===== src/rtl/voq_scheduler.sv =====
// Round-robin crossbar scheduler: snapshots VOQ empty flags, matches one egress per cycle,
// then presents a registered ingress->egress matching for one cycle.
//   state  | meaning
//   S_IDLE | waiting for sched_en
//   S_ITER | one egress arbitrated per cycle
//   S_DONE | matching presented on outputs for one cycle
module voq_scheduler #(
    parameter int PORT_CNT = 4
) (
    input  logic                                  clk,
    input  logic                                  reset,
    input  logic                                  sched_en,
    input  logic [PORT_CNT*PORT_CNT-1:0]          voq_empty,
    output logic                                  busy,
    output logic                                  sched_valid,
    output logic [PORT_CNT-1:0]                   voq_dequeue_en,
    output logic [PORT_CNT*$clog2(PORT_CNT)-1:0]  voq_dequeue_sel
);
    localparam int SW = $clog2(PORT_CNT);

    localparam logic [1:0] S_IDLE = 2'd0;
    localparam logic [1:0] S_ITER = 2'd1;
    localparam logic [1:0] S_DONE = 2'd2;

    logic [1:0]                     state_q, state_d;
    logic [SW-1:0]                  grant_ptr_q [PORT_CNT];
    logic [SW-1:0]                  grant_ptr_d [PORT_CNT];
    logic [SW-1:0]                  start_eg_q, start_eg_d;
    logic [PORT_CNT*PORT_CNT-1:0]   snap_q, snap_d;
    logic [PORT_CNT-1:0]            matched_q, matched_d;
    logic [SW-1:0]                  match_eg_q [PORT_CNT];
    logic [SW-1:0]                  match_eg_d [PORT_CNT];
    logic [SW:0]                    step_q, step_d;

    logic                           busy_q, busy_d;
    logic                           sched_valid_q, sched_valid_d;
    logic [PORT_CNT-1:0]            dq_en_q, dq_en_d;
    logic [PORT_CNT*SW-1:0]         dq_sel_q, dq_sel_d;

    logic [SW-1:0]                  cur_eg;
    logic [SW-1:0]                  cand;
    logic                           hit;
    logic [SW-1:0]                  hit_ing;

    always_comb begin
        state_d     = state_q;
        grant_ptr_d = grant_ptr_q;
        start_eg_d  = start_eg_q;
        snap_d      = snap_q;
        matched_d   = matched_q;
        match_eg_d  = match_eg_q;
        step_d      = step_q;

        // Search the current egress starting at its pointer for the first unmatched requester.
        cur_eg  = start_eg_q + step_q[SW-1:0];
        cand    = '0;
        hit     = 1'b0;
        hit_ing = '0;
        for (int k = 0; k < PORT_CNT; k++) begin
            cand = grant_ptr_q[cur_eg] + SW'(k);
            if (!hit && !matched_q[cand] && !snap_q[{cand, cur_eg}]) begin
                hit     = 1'b1;
                hit_ing = cand;
            end
        end

        case (state_q)
            S_IDLE: begin
                if (sched_en) begin
                    snap_d    = voq_empty;
                    matched_d = '0;
                    for (int i = 0; i < PORT_CNT; i++) match_eg_d[i] = '0;
                    step_d    = '0;
                    state_d   = S_ITER;
                end
            end
            S_ITER: begin
                if (hit) begin
                    matched_d[hit_ing]  = 1'b1;
                    match_eg_d[hit_ing] = cur_eg;
                    grant_ptr_d[cur_eg] = hit_ing + 1'b1;
                end
                step_d = step_q + 1'b1;
                if (step_q == (SW+1)'(PORT_CNT-1)) state_d = S_DONE;
            end
            S_DONE: begin
                start_eg_d = start_eg_q + 1'b1;
                state_d    = S_IDLE;
            end
            default: state_d = S_IDLE;
        endcase

        // Outputs are registered, so they are computed from the next-state values.
        busy_d        = (state_d != S_IDLE);
        sched_valid_d = (state_d == S_DONE);
        dq_en_d       = sched_valid_d ? matched_d : '0;
        dq_sel_d      = '0;
        for (int i = 0; i < PORT_CNT; i++) begin
            dq_sel_d[i*SW +: SW] = sched_valid_d ? match_eg_d[i] : '0;
        end
    end

    always_ff @(posedge clk or negedge reset) begin
        if (!reset) begin
            state_q       <= S_IDLE;
            start_eg_q    <= '0;
            snap_q        <= '1;
            matched_q     <= '0;
            step_q        <= '0;
            busy_q        <= 1'b0;
            sched_valid_q <= 1'b0;
            dq_en_q       <= '0;
            dq_sel_q      <= '0;
            for (int i = 0; i < PORT_CNT; i++) begin
                grant_ptr_q[i] <= '0;
                match_eg_q[i]  <= '0;
            end
        end else begin
            state_q       <= state_d;
            start_eg_q    <= start_eg_d;
            snap_q        <= snap_d;
            matched_q     <= matched_d;
            step_q        <= step_d;
            busy_q        <= busy_d;
            sched_valid_q <= sched_valid_d;
            dq_en_q       <= dq_en_d;
            dq_sel_q      <= dq_sel_d;
            for (int i = 0; i < PORT_CNT; i++) begin
                grant_ptr_q[i] <= grant_ptr_d[i];
                match_eg_q[i]  <= match_eg_d[i];
            end
        end
    end

    assign busy            = busy_q;
    assign sched_valid     = sched_valid_q;
    assign voq_dequeue_en  = dq_en_q;
    assign voq_dequeue_sel = dq_sel_q;

endmodule


===== config.mk =====
export PLATFORM = sky130hd
export DESIGN_NAME = voq_scheduler
export DESIGN_NICKNAME = d
export VERILOG_FILES = /design/src/rtl/voq_scheduler.sv
export SDC_FILE = /design/constraint.sdc
export NUM_CORES = 1
export LEC_CHECK = 0
export BUFFER_PORTS_ARGS = -buffer_cell sky130_fd_sc_hd__buf_2
export CAP_MARGIN = 5
export CORE_MARGIN = 10
export CORE_UTILIZATION = 30
export CTS_BUF_LIST = sky130_fd_sc_hd__clkbuf_8 sky130_fd_sc_hd__clkbuf_16
export CTS_CLUSTER_SIZE = 24
export DETAILED_ROUTE_END_ITERATION = 8
export PLACE_DENSITY_LB_ADDON = 0.25
export SYNTH_ARGS = -nofsm -noshare
export SYNTH_HDL_FRONTEND = slang
export SYNTH_SLANG_ARGS = --single-unit

===== constraint.sdc =====
create_clock -name clk -period 7.9 [get_ports clk]
set_clock_uncertainty 0.2 [all_clocks]
set_input_delay 0.395 -clock clk [delete_from_list [all_inputs] [get_ports clk]]
set_output_delay 0.395 -clock clk [all_outputs]
set_load 0.02 [all_outputs]

==> results.json <==
{
  "status": "finished with violations",
  "violations": "hold timing",
  "grt_pass1_wl_um": 10100,
  "wl_per_cell_um": 15.0,
  "area_delta_synth_final_pct": 16.3,
  "yosys_warnings": 0,
  "clock-sinks": 57,
  "antenna_cells": 0,
  "ff_latch_area_sq_mm": 0.00145,
  "firstDrtPassIters": 4,
  "maxSlewViolCount": 0,
  "ys_async_sr_fraction": 1.00,
  "startpoint_type": "flop",
  "period_minus_slack_ps": 3580,
  "required_ps": 7900,
  "cts_buffers": 9,
  "ant_nets": 0,
  "antenna_found_initial": 0,
  "cts-root-buf": "clkbuf_8",
  "cts_tree": "built",
  "routabilityCongestion": 0.822,
  "drv_cap": 0,
  "initial_core_util": 0.308,
  "synth_area_sq_mm": 0.00269,
  "multi_input_area_sq_mm": 0.00113,
  "hold_viol": 8,
  "avgSynthCellArea_sq_um": 10.7,
  "crit_path_end_kind": "flop",
  "clkLatencyLatePin_ps": 340,
  "setup_violations": 0,
  "max_freq_mhz": 279,
  "drcViolationCount": 0,
  "num_io_pins": 33,
  "num_vias": 1919,
  "synth_seq_cells": 57,
  "placeableCoreArea_sq_mm": 0.00872,
  "cp.arrival_ps": 3580,
  "io_buffers": 32,
  "grt_overflow_total": 0,
  "pre_cts_ws_ps": 4310,
  "fin_setup_tns_ps": 0,
  "post-route-period-util": 0.453,
  "postCtsHoldBufs": 0,
  "n_fill_cell": 872,
  "whs_ps": -22.1,
  "hp-class": "input pin to asynchronous set/reset pin",
  "die_area_sq_mm": 0.0132,
  "max_slew_margin": 0.258,
  "grt_max_degree": 58,
  "fin_ws_ps": 4320,
  "rows": 34,
  "synthCells": 252,
  "cts_max_level": 3,
  "synth_edf_count": 0,
  "synth-seq-area-share": 0.538,
  "grt_usage": 0.0967,
  "synth_fp_nets": 278,
  "yosysUniqueCellTypes": 42,
  "fin_nets": 310,
  "worstMarginPinSlew_ps": 1110,
  "drtIter0Drc": 60,
  "die-height_um": 115,
  "cts_buffer_depth": 2,
  "crit_type": "flop to flop",
  "die_w_um": 115,
  "drive_above_1_share": 0.284,
  "placed_cell_area_sq_mm": 0.00293,
  "finalWirelength_um": 5940,
  "design_area_sq_mm": 0.00313,
  "rsz0062_at_grt": "no",
  "path_max_fanout": 13,
  "cts_resized": 0,
  "cts_setup_buffers": 0,
  "synthFlopType": "dfrtp_1",
  "clk_pin_slew_ps": 70,
  "via_per_inst": 4.83,
  "grt_pass1_vias": 2043,
  "dp_hpwl_um": 4180
}
==> logic make-up after synthesis <==
logic type                 after synthesis  synth area share
and+or+nand+nor                         86             0.147
DFF                                     57             0.538
adders and majority gates                7            0.0326
AOI/OAI and AO/OA                       48             0.124
buffers and inverters                   27            0.0433
xor gates and xnor gates                 3            0.0153
muxes                                   24             0.100
==> layout make-up <==
| class | count | area share |
|---|---|---|
| clock buffer | 10 | 0.0440 |
| tap | 108 | 0.0432 |
| sequential | 57 | 0.462 |
| timing repair buffer | 33 | 0.0536 |
| multi-input combinational | 168 | 0.360 |
| clock inverter | 6 | 0.0184 |
| inverter | 15 | 0.0180 |
==> path summary, 6_finish.rpt <==
| check | cells after the start | start | end | slack [ps] |
|---|---|---|---|---|
| worst max-delay path | 11 | start_eg_q[0] | voq_dequeue_sel[6] | 4320 |
| worst min-delay path | 2 | reset | grant_ptr_q[5] | -20 |
| worst max register to register | 11 | start_eg_q[0] | voq_dequeue_sel[6] | 4320 |
| worst min register to register | 2 | snap_q[1] | snap_q[1] | 260 |
| max in group asynchronous | 2 | reset | match_eg_q[0] | 7020 |
| min in group clk | 3 | voq_empty[8] | snap_q[8] | 30 |
==> Yosys cell counts, types with 2 or more instances <==
cell	instances	area, sq um
nand2_1	53	199
dfrtp_1	41	1030
dfstp_2	16	420
a21oi_1	15	75.1
inv_1	15	56.3
mux2i_1	13	130
o21ai_0	13	65.1
mux2_2	9	101
nand3_1	9	45.0
a32o_1	8	80.1
clkbuf_1	8	30.0
ha_1	7	87.6
nor2_1	5	18.8
a22o_1	3	26.3
nand2b_1	3	18.8
nor3_1	3	15.0
and2_1	2	12.5
buf_4	2	15.0
nor4_1	2	12.5
o32ai_1	2	17.5
xnor2_1	2	17.5
==> state kept, by name (all words and copies together) (netlist names) <==
signal / flops
step_q: 3
snap_q: 16
state_q: 2
matched_q: 4
match_eg_q: 8
busy: 1
grant_ptr_q: 8
voq_dequeue_en: 4
voq_dequeue_sel: 8
sched_valid: 1
start_eg_q: 2
==> cell usage in the layout (no fill, tap or decap), drive strengths merged, types with 10 or more instances in the layout <==
master,count
nand2,53
dfrtp,41
dfstp,16
buf,33
mux2,10
o21ai,13
nand3,10
mux2i,13
a21oi,15
inv,15
clkbuf,10
==> stage by stage <==
step / utilization / instances
6_report: 0.359 / 397
3_3_place_gp: 0.336 / 381
2_1_floorplan: - / 252
4_1_cts: 0.359 / 397
5_1_grt: 0.359 / 397
3_5_place_dp: 0.336 / 381
==> critical path, cell delays in order, from the launching register on <==
cell and delay [ps]:
dfrtp_1 410, ha_1 680, mux2i_1 170, mux2i_1 420, a211oi_1 100, a21bo_2 230, a211o_1 360, inv_1 120
ha_1 280, o21ai_0 190, o21ai_0 180, a21oi_1 100
==> metal layers <==
layer	vias up	GRT usage	wire length, um
met4	0	0.0569	138
met1	932	0.121	2940
met2	37	0.145	2630
met5	-	0	0
li1	938	-	-
met3	12	0.0273	231
Power is not shown: default switching activity piles up to over one toggle a cycle in this logic, so the estimate is an artifact.
